File: src/rtl/ldl_rr_dispatch_if.sv
// ldl_rr_dispatch_if: granted input stream (bin/cos/user with valid/ready)
// feeding the round-robin dispatcher.
interface ldl_rr_dispatch_if #(
  parameter int BIN_WIDTH  = 3,
  parameter int COS_WIDTH  = 2,
  parameter int USER_WIDTH = 1
);
  logic                  valid;
  logic                  ready;
  logic [BIN_WIDTH-1:0]  bin;
  logic [COS_WIDTH-1:0]  icos;
  logic [USER_WIDTH-1:0] iuser;

  modport master (
    output valid,
    output bin,
    output icos,
    output iuser,
    input  ready
  );

  modport slave (
    input  valid,
    input  bin,
    input  icos,
    input  iuser,
    output ready
  );
endinterface

File: src/rtl/ldl_rr_dispatch.sv
// ldl_rr_dispatch: routes each input beat to a per-channel FIFO chosen by bin.
// Optional LDL_RR_DISPATCH_STALL_CNT_EN adds per-channel stall counters.
module ldl_rr_dispatch #(
  parameter int BIN_WIDTH   = 3,
  parameter int COS_WIDTH   = 2,
  parameter int USER_WIDTH  = 1,
  parameter int REQ_WIDTH   = 1 << BIN_WIDTH,
  parameter int DEPTH_WIDTH = 1
) (
  input  logic                                  clk,
  input  logic                                  rst,
  ldl_rr_dispatch_if.slave                      in_if,
  output logic [REQ_WIDTH-1:0]                  req,
  input  logic [REQ_WIDTH-1:0]                  ack,
  output logic [REQ_WIDTH-1:0][COS_WIDTH-1:0]   ocos,
  output logic [REQ_WIDTH-1:0][USER_WIDTH-1:0]  ouser,
  output logic [REQ_WIDTH-1:0][DEPTH_WIDTH:0]   level
`ifdef LDL_RR_DISPATCH_STALL_CNT_EN
  ,
  output logic [REQ_WIDTH-1:0][15:0]            stall_cnt
`endif
);

  localparam int D  = 1 << DEPTH_WIDTH;
  localparam int EW = COS_WIDTH + USER_WIDTH;
  localparam logic [DEPTH_WIDTH:0] FULL = {1'b1, {DEPTH_WIDTH{1'b0}}};

  logic [REQ_WIDTH-1:0] full_vec;
  logic                 push;

  // Space check ignores same-cycle ack so ready never depends on consumers.
  assign in_if.ready = !full_vec[in_if.bin];
  assign push        = in_if.valid && in_if.ready;

  for (genvar i = 0; i < REQ_WIDTH; i++) begin : g_ch
    logic [EW-1:0]          mem [D];
    logic [DEPTH_WIDTH-1:0] wr_ptr;
    logic [DEPTH_WIDTH-1:0] rd_ptr;
    logic [DEPTH_WIDTH:0]   cnt;
    logic                   sel;
    logic                   push_i;
    logic                   pop_i;
    logic [EW-1:0]          head;

    assign sel    = (in_if.bin == BIN_WIDTH'(i));
    assign push_i = push && sel;
    assign pop_i  = req[i] && ack[i];
    assign head   = mem[rd_ptr];

    assign full_vec[i] = (cnt == FULL);
    assign req[i]      = (cnt != '0);
    assign level[i]    = cnt;
    assign ocos[i]     = req[i] ? head[EW-1:USER_WIDTH] : '0;
    assign ouser[i]    = req[i] ? head[USER_WIDTH-1:0] : '0;

    always_ff @(posedge clk) begin
      if (push_i) begin
        mem[wr_ptr] <= {in_if.icos, in_if.iuser};
      end
    end

    always_ff @(posedge clk) begin
      if (rst) begin
        wr_ptr <= '0;
        rd_ptr <= '0;
        cnt    <= '0;
      end else begin
        if (push_i) begin
          wr_ptr <= wr_ptr + 1'b1;
        end
        if (pop_i) begin
          rd_ptr <= rd_ptr + 1'b1;
        end
        unique case ({push_i, pop_i})
          2'b10:   cnt <= cnt + 1'b1;
          2'b01:   cnt <= cnt - 1'b1;
          default: cnt <= cnt;
        endcase
      end
    end

`ifdef LDL_RR_DISPATCH_STALL_CNT_EN
    logic [15:0] sc;

    always_ff @(posedge clk) begin
      if (rst) begin
        sc <= '0;
      end else if (in_if.valid && !in_if.ready && sel
                   && sc != 16'hFFFF) begin
        sc <= sc + 16'd1;
      end
    end

    assign stall_cnt[i] = sc;
`endif
  end

endmodule
File: src/flat_wrapper.sv
// flat-port wrapper written by rule: the top's interface ports become plain ports
module ldl_rr_dispatch_flat 
#(
  parameter int BIN_WIDTH   = 3,
  parameter int COS_WIDTH   = 2,
  parameter int USER_WIDTH  = 1,
  parameter int REQ_WIDTH   = 1 << BIN_WIDTH,
  parameter int DEPTH_WIDTH = 1
)
  (clk, rst, req, ack, ocos, ouser, level, in_if_valid, in_if_bin, in_if_icos, in_if_iuser, in_if_ready);
  ldl_rr_dispatch_if #(.BIN_WIDTH(BIN_WIDTH), .COS_WIDTH(COS_WIDTH), .USER_WIDTH(USER_WIDTH)) in_if_i ();
  input  logic clk;
  input  logic rst;
  output logic [REQ_WIDTH-1:0] req;
  input  logic [REQ_WIDTH-1:0] ack;
  output logic [REQ_WIDTH-1:0][COS_WIDTH-1:0] ocos;
  output logic [REQ_WIDTH-1:0][USER_WIDTH-1:0] ouser;
  output logic [REQ_WIDTH-1:0][DEPTH_WIDTH:0] level;
  input wire logic [$bits(in_if_i.valid)-1:0] in_if_valid;
  input wire logic [$bits(in_if_i.bin)-1:0] in_if_bin;
  input wire logic [$bits(in_if_i.icos)-1:0] in_if_icos;
  input wire logic [$bits(in_if_i.iuser)-1:0] in_if_iuser;
  output wire logic [$bits(in_if_i.ready)-1:0] in_if_ready;
  assign in_if_i.valid = in_if_valid;
  assign in_if_i.bin = in_if_bin;
  assign in_if_i.icos = in_if_icos;
  assign in_if_i.iuser = in_if_iuser;
  assign in_if_ready = in_if_i.ready;
  ldl_rr_dispatch #(.BIN_WIDTH(BIN_WIDTH), .COS_WIDTH(COS_WIDTH), .USER_WIDTH(USER_WIDTH), .REQ_WIDTH(REQ_WIDTH), .DEPTH_WIDTH(DEPTH_WIDTH)) u_core (.clk(clk), .rst(rst), .in_if(in_if_i), .req(req), .ack(ack), .ocos(ocos), .ouser(ouser), .level(level));
endmodule
File: config.mk
export PLATFORM = sky130hd
export DESIGN_NAME = ldl_rr_dispatch_flat
export DESIGN_NICKNAME = d
export VERILOG_FILES = /design/src/rtl/ldl_rr_dispatch_if.sv /design/src/rtl/ldl_rr_dispatch.sv /design/src/flat_wrapper.sv
export SDC_FILE = /design/constraint.sdc
export NUM_CORES = 1
export LEC_CHECK = 0
export ABC_AREA = 1
export BUFFER_PORTS_ARGS = -buffer_cell sky130_fd_sc_hd__buf_2
export CAP_MARGIN = 15
export CORE_ASPECT_RATIO = 1.2
export CORE_UTILIZATION = 60
export DETAILED_ROUTE_END_ITERATION = 10
export PLACE_DENSITY = 0.85
export REMOVE_ABC_BUFFERS = 1
export SLEW_MARGIN = 20
export SYNTH_ARGS = -nofsm -noshare
export SYNTH_HDL_FRONTEND = slang
export SYNTH_SLANG_ARGS = --single-unit
export TNS_END_PERCENT = 30
File: constraint.sdc
create_clock -name clk -period 2.6 [get_ports clk]
set_input_delay 0.13 -clock clk [delete_from_list [all_inputs] [get_ports clk]]
set_output_delay 0.13 -clock clk [all_outputs]
set_load 0.02 [all_outputs]
# --- Word level (Yosys, flattened, before mapping) ---
# Memory sizes are Yosys's and may differ from the RTL's. A register that Yosys moved wholly into a read port is not among the register bits.
# Cells that the tools add are included.
classes:
  n_lt_le_gt_ge: 1
  muxes: 58
  n_eq_ne: 31
  reduce_logical: 35
  addsub: 32
ops:
  columns: ["cell", "count"]
  rows:
  - ["two-way mux 1 bit", 41]
  - ["equality test 2 bit (second input constant)", 16]
  - ["one-hot mux 2 bit (2 select lines)", 8]
  - ["nonzero test 2 bit", 16]
  - ["logical AND 1 bit", 17]
  - ["adder 1 bit (second input constant)", 16]
  - ["adder 2 x 1 -> 2 bit (second input constant)", 8]
  - ["equality test 2 x 1 -> 1 bit (second input constant)", 8]
  - ["two-way mux 2 bit", 8]
  - ["subtractor 2 x 1 -> 2 bit (second input constant)", 8]
  - ["equality test 3 bit (second input constant)", 4]
  - ["equality test 3 x 2 -> 1 bit (second input constant)", 2]
  - ["less-than comparator 3 x 4 -> 1 bit (second input constant)", 1]
  - ["binary-select mux 1 bit (select 3 bit)", 1]
  - ["equality test 3 x 1 -> 1 bit (second input constant)", 1]
  - ["zero test 3 bit", 1]
  - ["zero test 1 bit", 1]
word_totals:
  ff_bits: 32
  ram_bits: 48
  memories: 8
  inputBits: 17
memory_table:
  columns: ["name", "words", "word_bits", "rd", "rd_ports_with_merged_regs", "wr", "line_no", "source"]
  rows:
  - ["u_core.g_ch[0].mem", 2, 3, 1, 1, 1, "ldl_rr_dispatch.sv:36", "logic [EW-1:0] mem [D];"]
  - ["u_core.g_ch[1].mem", 2, 3, 1, 1, 1, "ldl_rr_dispatch.sv:36", null]
  - ["u_core.g_ch[2].mem", 2, 3, 1, 1, 1, "ldl_rr_dispatch.sv:36", null]
  - ["u_core.g_ch[3].mem", 2, 3, 1, 1, 1, "ldl_rr_dispatch.sv:36", null]
  - ["u_core.g_ch[4].mem", 2, 3, 1, 1, 1, "ldl_rr_dispatch.sv:36", null]
  - ["u_core.g_ch[5].mem", 2, 3, 1, 1, 1, "ldl_rr_dispatch.sv:36", null]
  - ["+2 memories", null, null, null, null, null, null, null]

# --- Depth between registers and ports, before layout ---
# Gate-level depths: netlist (run 1).
logic_depth:
  depth_word: 8
  ltp_mapped: 13
  mapped_depth_nobuf: 13

# --- Worst setup path after synthesis (run 1) ---
# Ideal clock, no wire load.
synth_timing:
  kind: "flip-flop to flip-flop"
  startpoint: "register u_core.g_ch[3].cnt[0]"
  endpoint: "register u_core.g_ch[4].cnt[1]"
  arrival_ns: 1.850
  path_stages_with_launch: 13
  slack_ns: 0.628
  period_less_slack_ns: 1.972
  path_cell_list: "dfxtp_1 > inv_1 > nand2_1 > nor2_1 > nor2_1 > nand3_1 > nand2_4 > nand3_2 > ha_1 > a21oi_1 > o21ai_0 > o21ai_0 > a21oi_1"
synth_via:
  elab_chain_cells: 8
synth_lines:
  columns: ["element", "line_no", "source"]
  rows:
  - ["start, declared", "ldl_rr_dispatch.sv:39", "logic [DEPTH_WIDTH:0] cnt;"]
  - ["start signal, assigned", "ldl_rr_dispatch.sv:75", "2'b10: cnt <= cnt + 1'b1;"]
  - ["start signal, assigned", "ldl_rr_dispatch.sv:76", "2'b01: cnt <= cnt - 1'b1;"]
  - ["start signal, assigned", "ldl_rr_dispatch.sv:77", "default: cnt <= cnt;"]
  - ["equality test 2 bit (*)", "ldl_rr_dispatch.sv:50", "assign full_vec[i] = (cnt == FULL);"]
  - ["binary-select mux 1 bit (select 3 bit) (*)", "ldl_rr_dispatch.sv:32", "assign in_if.ready = !full_vec[in_if.bin];"]
  - ["two-way mux 1 bit (implied by the code) (*)", "ldl_rr_dispatch.sv:32", null]
  - ["zero test 1 bit (*)", "ldl_rr_dispatch.sv:32", null]
  - ["named net in_if_ready", "flat_wrapper.sv:23", "output wire logic [$bits(in_if_i.ready)-1:0] in_if_ready;"]
  - ["logical AND 1 bit (*)", "ldl_rr_dispatch.sv:33", "assign push = in_if.valid && in_if.ready;"]
  - ["logical AND 1 bit (*)", "ldl_rr_dispatch.sv:46", "assign push_i = push && sel;"]
  - ["equality test 2 x 1 -> 1 bit / equality test 2 bit (equally long branches)", "ldl_rr_dispatch.sv:74", "unique case ({push_i, pop_i})"]
  - ["one-hot mux 2 bit (2 select lines) / nonzero test 2 bit (equally long branches)", null, null]
  - ["end signal, assigned", "ldl_rr_dispatch.sv:75", null]
  - ["end signal, assigned", "ldl_rr_dispatch.sv:76", null]
  - ["end signal, assigned", "ldl_rr_dispatch.sv:77", null]
  - ["end, declared", "ldl_rr_dispatch.sv:39", null]
# The timed path passes the listed nets; every way through them passes the cells marked *. The select of a mux whose other input is x is not followed.
# A chain may end at the register's enable or synchronous reset.

# --- Worst setup path in the final report (run 1) ---
layout_timing:
  startpoint: "register u_core.g_ch[7].cnt[0]"
  endpoint: "register u_core.g_ch[4].cnt[1]"
layout_via:
  elab_chain_cells: 8
layout_lines:
  columns: ["element", "line_no"]
  rows:
  - ["start, declared", "ldl_rr_dispatch.sv:39"]
  - ["start signal, assigned", "ldl_rr_dispatch.sv:75"]
  - ["start signal, assigned", "ldl_rr_dispatch.sv:76"]
  - ["start signal, assigned", "ldl_rr_dispatch.sv:77"]
  - ["equality test 2 bit (*)", "ldl_rr_dispatch.sv:50"]
  - ["binary-select mux 1 bit (select 3 bit) (*)", "ldl_rr_dispatch.sv:32"]
  - ["two-way mux 1 bit (implied by the code) (*)", "ldl_rr_dispatch.sv:32"]
  - ["zero test 1 bit (*)", "ldl_rr_dispatch.sv:32"]
  - ["logical AND 1 bit (*)", "ldl_rr_dispatch.sv:33"]
  - ["logical AND 1 bit (*)", "ldl_rr_dispatch.sv:46"]
  - ["equality test 2 x 1 -> 1 bit / equality test 2 bit (equally long branches)", "ldl_rr_dispatch.sv:74"]
  - ["one-hot mux 2 bit (2 select lines) / nonzero test 2 bit (equally long branches)", null]
# Every way passes the cells marked *; elsewhere a longest branch is shown, timed or not. The select of a mux whose other input is x is not followed.

==> run metrics, run 1 <==
status finished, final reports clean; Pwr Total 0.00294 W; Placed Cells 555; Routed Antenna Nets 0; CTS tree built; ant diodes 0; routed wire length 7340 um; H-tree levels 3; Worst EP required 2.86 ns; Layout Cells excl Fill 571; row count 31; Yosys cell types 23; skew final 0.00688 ns; Ys Warns 0; Syn Area/Cell 9.10 um2; Mapped Cells 411; Post-CTS Setup Inserts 0; DRT iter0 DRCs 114; CP Data Arrival Time 2.25 ns; Worst Setup Start Kind flop; root buffer cell clkbuf_8; die footprint 6560 um2; Hold Crit Class input pin to flop; leakage power 2.02 nW; clock latency on the worst-skew pair 0.37 ns; grt ovf 0; Initial Util 62.2%; Setup CP Type flop to flop; synthesis-stage register bit count 88; post-synthesis sequential area ratio 59.9%; synthesis-to-finish area growth 16.8%; number of global-route vias before repair 2599; Synth area leaders edfxtp_1 39%, dfxtp_1 21%, nand2_1 8.4%; Hold WS 0.0455 ns; drt pass-1 iters 4; final routed DRC violation total 0; largest net degree at the start of global routing 28; CTS buffer count 9; most frequent cells in the layout 84 x nand2_1, 65 x buf_2, 58 x inv_1, 58 x a21oi_1, 55 x nor2_1; slew at the pin closest to its max-slew limit 0.747 ns; Avg WL per Cell 12.8 um; TNS Setup 0 ns; Vias 2906; CP endpoint kind flop; worst vdd ir 0.548 mV; Hold Vio Cnt, Final 0; final critical-path share of the clock period 76.9%; layout cells sized above 1 18.2%; # nets final 509; normalized max-slew margin 50.2%; die width 74.1 um; commonest non-fill, non-tap cell in the layout nand2_1; post-synth top area cell edfxtp_1; Critical Path Fanout Max 9; initial antenna violation count 0; fin. max-slew vios 0; vias per cell 5.09; CTS resizes 0; clk sink count 88; DIE HEIGHT 88.5 um; Final Setup Violations 0; first-pass GRT wire length 11500 um; hold_buf cts 0; io pins 66; Final HPWL DP 5190 um; Final GP Congestion 0.862; CTS max path bufs 2; Max Cap Viol 0; Total GRT Usage 24.2%; Core ar. 6010 um2; Yosys top cell area share 38.5%; Period minus WS final 2.00 ns; fmax 500 MHz; Filler Cell Count 453; port bufs 65; clock-pin slew on the worst setup and hold paths 0.08 ns; Cell Area, Synth 3740 um2; Pwr Density 673 nW/um2; unrepaired setup endpoints after global routing false
[logic make-up after synthesis]
kind of cell / share of synthesized area [%]
simple gates: 19.2
flops: 59.9
buf+inv: 6.35
compound gates: 11.3
fa+ha+maj: 2.68
xor+xnor: 0.468
[synth_stat cells]
master    instances
a21oi_1          58
and3_1            3
buf_2             1
clkbuf_1          2
clkinv_1          2
dfxtp_1          40
edfxtp_1         48
ha_1              8
inv_1            58
nand2_1          84
nand2_2           1
nand2_4           1
nand3_1           3
nand3_2           4
nand3b_1          1
nand4_1           6
nand4_2           2
nor2_1           55
nor2_4            1
nor3_1            5
o21ai_0          25
o21ai_2           1
xor2_1            2
[where the power goes]
part	switching, W	total [W]	leakage [nW]	internal [W]
sequential	0.0000437	0.00156	0.758	0.00151
combinational	0.000266	0.000385	1.15	0.000119
clock	0.000459	0.00100	0.104	0.000541
total	0.000769	0.00294	2.02	0.00217
[path summary, 6_finish.rpt]
check / startpoint / to / slack (ns) / depth (start not counted)
setup / recovery: u_core.g_ch[7].cnt[0] / u_core.g_ch[4].cnt[1] / 0.60 / 12
hold / removal: rst / u_core.g_ch[4].cnt[0] / 0.05 / 2
setup reg to reg: u_core.g_ch[7].cnt[0] / u_core.g_ch[4].cnt[1] / 0.60 / 12
hold reg to reg: u_core.g_ch[6].rd_ptr / u_core.g_ch[6].rd_ptr / 0.46 / 1
[routing by layer]
| metal | global-route usage, % | up-vias | wire (um) |
|---|---|---|---|
| met5 | 0 | - | 0 |
| li1 | - | 1504 | - |
| met2 | 42.8 | 84 | 3710 |
| met4 | 9.97 | 0 | 149 |
| met1 | 27.0 | 1305 | 3020 |
| met3 | 7.06 | 13 | 450 |
[stage by stage]
step / utilization, % / instance area [um2] / setup slack [ns]
after floorplan: - / 3730 / 0.628
final: 72.7 / 4370 / 0.602
after global placement: 69.1 / 4160 / 0.694
after detailed placement: 69.1 / 4160 / 0.642
after CTS: 72.7 / 4370 / 0.606
after global routing: 72.7 / 4370 / 0.306
[sequential cells by signal (all words and copies together), names as in the netlist, named ones only]
name and cells:
u_core.g_ch.rd_ptr 8, u_core.g_ch.cnt 16, u_core.g_ch.wr_ptr 8, u_core.g_ch.mem 48
[layout make-up]
cell class              instances  area, um2  share of cell area (%)
clock buffers                  11        131                    3.01
clock inverters                 5       81.3                    1.86
inverters                      60        225                    5.15
multi-input cells             260       1260                    28.9
flip-flops and latches         88       2240                    51.3
well taps                      82        103                    2.35
repair buffers                 65        325                    7.45
[worst max-delay path, stage by stage, from the launching register on]
cell and delay (ns):
dfxtp_1 0.42, inv_1 0.09, nand2_1 0.08, nor2_1 0.04, nor2_1 0.11, nand3_1 0.11, nand2_4 0.16, nand3_2 0.10
ha_1 0.32, a21oi_1 0.11, o21ai_0 0.11, o21ai_0 0.17, a21oi_1 0.05
Power figures use the tool's default switching activity.
==> inputs of run 2 (changes only) <==
--- a/config.mk
+++ b/config.mk
@@ -9,9 +9,9 @@
 export BUFFER_PORTS_ARGS = -buffer_cell sky130_fd_sc_hd__buf_2
 export CAP_MARGIN = 15
 export CORE_ASPECT_RATIO = 1.2
-export CORE_UTILIZATION = 60
+export CORE_UTILIZATION = 55
 export DETAILED_ROUTE_END_ITERATION = 10
-export PLACE_DENSITY = 0.85
+export PLACE_DENSITY = 0.79
 export REMOVE_ABC_BUFFERS = 1
 export SLEW_MARGIN = 20
 export SYNTH_ARGS = -nofsm -noshare
==> constraint.sdc (replaced) <==
create_clock -name clk -period 1.9 [get_ports clk]
set_input_delay 0.095 -clock clk [delete_from_list [all_inputs] [get_ports clk]]
set_output_delay 0.095 -clock clk [all_outputs]
set_load 0.02 [all_outputs]
==> run metrics, run 2 (synthesis results as in run 1) <==
status finished, final reports clean; final routed DRC violation total 0; Worst R2R End u_core.g_ch[0].cnt[1]; grt ovf 0; Top reg by flops u_core.g_ch.mem; Worst Setup EP u_core.g_ch[0].cnt[1]; Pwr Total 0.00392 W; Vias 3019; Hold Crit Class input pin to flop; Setup CP Type flop to flop; Final GP Congestion 0.923; unrepaired setup endpoints after global routing true; Crit-path slowest cell ha_1; worst vdd ir 0.546 mV; synthesis-to-finish area growth 22.6%; biggest regs u_core.g_ch.mem x48, u_core.g_ch.cnt x16; Top delay family on crit path simple AND/OR/NAND/NOR gates; final critical-path share of the clock period 95.9%; DIE HEIGHT 92.3 um; clock-pin slew on the worst setup and hold paths 0.08 ns; Critical Path Fanout Max 4; # nets final 531; Worst Setup Start Kind flop; Routed Antenna Nets 0; reg2reg setup slack 0.08 ns; reg2reg path depth 12; Hold Vio Cnt, Final 0; CP endpoint kind flop; fin. max-slew vios 0; skew final 0.00724 ns; CP Data Arrival Time 2.06 ns; clock latency on the worst-skew pair 0.35 ns; Reg2Reg Launch Point u_core.g_ch[2].cnt[0]; first-pass GRT wire length 11800 um; port bufs 65; multi-input logic area 1350 um2; CTS tree built; Worst EP required 2.14 ns; io pins 66; Critical Path Source u_core.g_ch[2].cnt[0]; WP depth 12; Largest stage delay, worst path 0.36 ns; CTS max path bufs 2; Total GRT Usage 21.9%; critical path, cell by cell inv_2 -> nand2_2 -> nor2_2 -> inv_2 -> nand2_2 -> nor2_4 -> nand4_1 -> ha_1 -> a21oi_1 -> o21ai_1 -> o21ai_1 -> a21oi_1; die width 77.3 um; Max Cap Viol 0; Core ar. 6490 um2; routed wire length 7570 um; die footprint 7140 um2; most frequent cells in the layout 82 x nand2_1, 65 x buf_2, 58 x a21oi_1; initial antenna violation count 0; fmax 549 MHz; DRT iter0 DRCs 113; Filler Cell Count 511; clk sink count 88; Largest register FFs 48; layout cells sized above 1 24.5%; commonest non-fill, non-tap cell in the layout nand2_1; Reg area 2240 um2; slew at the pin closest to its max-slew limit 0.447 ns; CP Buf/Inv Count 2; Final Setup Violations 0; number of global-route vias before repair 2780; vias per cell 5.07; H-tree levels 3; row count 32; Initial Util 57.7%; largest net degree at the start of global routing 20; placed cell area 4290 um2; leakage power 2.10 nW; drt pass-1 iters 4; normalized max-slew margin 70.0%; CTS buffer count 9; Period minus WS final 1.82 ns; Avg WL per Cell 12.7 um; root buffer cell clkbuf_8; Final HPWL DP 5300 um; Pwr Density 855 nW/um2; final instance area 4590 um2; ant diodes 0
run 2: cell type report:
type / instances / share of cell area [%]
tap: 85 / 2.32
clock buffer: 10 / 2.78
sequential: 88 / 48.9
timing repair buffer: 87 / 10.7
inverter: 60 / 4.91
clock inverter: 5 / 1.06
multi-input combinational: 260 / 29.3
run 2: layer usage:
layer	vias up	GRT usage (%)	wire length [um]	share of wire (%)
met2	78	38.3	3860	51
met4	0	9.59	110	1.5
met1	1382	24.4	3110	41
li1	1547	-	-	-
met5	-	0	0	0
met3	12	6.50	494	6.5
run 2: what timing repair did:
item / 4_1_cts / 5_1_grt
buffers inserted: 0 / 4
gates resized for setup: 0 / 23
hold buffers: 1 / 0
endpoints found under the hold margin: 3 / 0
setup endpoints to repair: 0 / 8
run 2: tightest hold or removal path: cells and delay by family:
| kind | cells | cell delay [ns] |
|---|---|---|
| AOI/OAI and AO/OA | 1 | 0.07 |
| buffers and inverters | 2 | 0.17 |
| and+or+nand+nor | 1 | 0.04 |
run 2: report_power, final:
group	internal [W]	leakage (nW)	switching, W
registers	0.00207	0.759	0.0000425
clock network	0.000590	0.0933	0.000601
logic	0.000217	1.25	0.000403
run 2: stage by stage:
| stage | utilization [%] | std cells | TNS [ns] | setup WS (ns) | hold slack [ns] |
|---|---|---|---|---|---|
| final | 70.7 | 595 | 0 | 0.0773 | 0.0783 |
| after global routing | 70.7 | 595 | -0.174 | -0.0927 | 0.0858 |
| after CTS | 69.0 | 591 | 0 | 0.0409 | 0.0703 |
| after detailed placement | 66.1 | 575 | 0 | 0.0574 | 0.366 |
| after global placement | 66.1 | 575 | 0 | 0.120 | 0.370 |
| after floorplan | - | 408 | -0.0787 | -0.0717 | 0.167 |
run 2: how the worst min path moves through the flow:
stage                     cells past startpoint               endpoint  startpoint
final                                         4                   flop      ack[5]
after global routing                          4                   flop      ack[3]
after CTS                                     4                   flop      ack[5]
after detailed placement                      2  u_core.g_ch[4].cnt[0]         rst
after global placement                        2  u_core.g_ch[4].cnt[0]         rst
after floorplan                               1  u_core.g_ch[0].cnt[0]         rst
==> inputs of run 3 (changes only) <==
--- a/config.mk
+++ b/config.mk
@@ -13,6 +13,7 @@
 export DETAILED_ROUTE_END_ITERATION = 10
 export PLACE_DENSITY = 0.79
 export REMOVE_ABC_BUFFERS = 1
+export SETUP_SLACK_MARGIN = 0.2
 export SLEW_MARGIN = 20
 export SYNTH_ARGS = -nofsm -noshare
 export SYNTH_HDL_FRONTEND = slang
==> run metrics, run 3 (synthesis results as in run 1) <==
status finished, final reports clean; Worst EP required 1.80 ns; Worst R2R End u_core.g_ch[4].cnt[1]; Total GRT Usage 22.7%; DRT iter0 DRCs 201; Final Setup Violations 0; Initial Util 57.7%; Avg WL per Cell 13.5 um; Critical Path Fanout Max 6; commonest non-fill, non-tap cell in the layout nand2_1; Max Cap Viol 0; Worst Setup EP in_if_ready; routed wire length 8200 um; CTS buffer count 9; ant diodes 0; CTS tree built; routing usage on met3 6.50%; synthesis-to-finish area growth 29.7%; Top cell by count, worst path buf_4; placed cell area 4290 um2; die footprint 7140 um2; vias per cell 5.15; drt pass-1 iters 5; leakage power 2.16 nW; Final GP Congestion 0.923; fin. max-slew vios 0; slew at the pin closest to its max-slew limit 0.494 ns; clock latency on the worst-skew pair 0.35 ns; CP Data Arrival Time 1.72 ns; normalized max-slew margin 66.8%; die width 77.3 um; biggest regs u_core.g_ch.mem x48, u_core.g_ch.cnt x16; Routed Antenna Nets 0; unrepaired setup endpoints after global routing true; DIE HEIGHT 92.3 um; GRT met1 Usage 25.9%; Crit-path slowest cell dfxtp_2; most frequent cells in the layout 79 x nand2_1, 65 x buf_2, 55 x a21oi_1; Layout Cells excl Fill 606; port bufs 65; final critical-path share of the clock period 95.3%; io pins 66; skew final 0.00834 ns; CP endpoint kind output pin; Top delay family on crit path buffers and inverters; Reg2Reg Launch Point u_core.g_ch[0].cnt[1]; Largest register FFs 48; Setup CP Type flop to output pin; fmax 552 MHz; Worst Setup Start Kind flop; grt ovf 0; # nets final 542; worst vdd ir 0.547 mV; Critical Path Source u_core.g_ch[0].cnt[1]; reg2reg path depth 11; reg2reg setup slack 0.09 ns; H-tree levels 3; Final HPWL DP 5300 um; critical path, cell by cell inv_2 -> nor2_4 -> a21oi_1 -> nand3_1 -> nand2_4 -> buf_4 -> buf_4 -> buf_2; GR Util met2 39.5%; Hold Crit Class input pin to flop; layout cells sized above 1 32.4%; Hold Vio Cnt, Final 0; Pwr Density 829 nW/um2; first-pass GRT wire length 12300 um; CP Buf/Inv Count 4; largest net degree at the start of global routing 20; busiest grt layer met2; initial antenna violation count 0; Core ar. 6490 um2; Largest stage delay, worst path 0.33 ns; final routed DRC violation total 0; root buffer cell clkbuf_8; Hold WS 0.0902 ns; row count 32; Pwr Total 0.00402 W; Period minus WS final 1.81 ns; CTS max path bufs 2; Vias 3120; Placed Cells 575; WP depth 8; final instance area 4850 um2; number of global-route vias before repair 2828; clk sink count 88; clock-pin slew on the worst setup and hold paths 0.08 ns; Top reg by flops u_core.g_ch.mem
run 3: changes by cell type in the layout (fill, tap and decap cells not counted), sizes merged:
| cell | delta |
|---|---|
| buf | +12 |
| inv | -1 |
| clkbuf | -1 |
| clkinv | +1 |
run 3: area by class of cell:
cell class	count	area (um2)
Inverter	60	231
Tap cell	85	106
Clock buffer	10	128
Clock inverter	5	48.8
Timing Repair Buffer	98	576
Fill cell	460	1640
Multi-Input combinational cell	260	1510
Sequential cell	88	2250
run 3: repair_timing:
action	in CTS	in global routing
setup endpoints to repair	8	29
pin swaps	8	17
hold endpoints to repair	3	0
buffers inserted	4	11
hold buffers	1	0
gates resized for setup	19	55
run 3: how the worst min path moves through the flow:
stage | depth (start not counted) | startpoint | to
after global routing | 4 | ack[1] | u_core.g_ch[1].rd_ptr
after CTS | 4 | ack[5] | flop
after global placement | 2 | rst | u_core.g_ch[4].cnt[0]
after floorplan | 1 | rst | u_core.g_ch[0].cnt[0]
final | 4 | ack[0] | flop
after detailed placement | 2 | rst | u_core.g_ch[4].cnt[0]
run 3: stage by stage:
stage / worst slack, ns / setup TNS [ns] / util, %
2_1_floorplan: -0.0717 / -0.0787 / -
3_3_place_gp: 0.120 / 0 / 66.1
6_report: 0.0899 / 0 / 74.8
5_1_grt: -0.0551 / -0.0686 / 74.8
3_5_place_dp: 0.0574 / 0 / 66.1
4_1_cts: 0.105 / 0 / 70.6
run 3: per-layer routing:
layer / share of wire, % / routed length (um)
met1: 39 / 3170
met2: 52 / 4260
met3: 8.4 / 689
met4: 1.0 / 85
met5: 0 / 0
run 3: worst min-delay path, stage by stage:
cell and delay, ns:
buf_2 0.07, nand2_1 0.04, inv_1 0.10, a21oi_1 0.08
run 3: power breakdown:
group | switching [W] | internal, W | total [W]
sequential | 0.0000477 | 0.00207 | 0.00212
combinational | 0.000440 | 0.000252 | 0.000692
clock | 0.000621 | 0.000590 | 0.00121
total | 0.00111 | 0.00291 | 0.00402
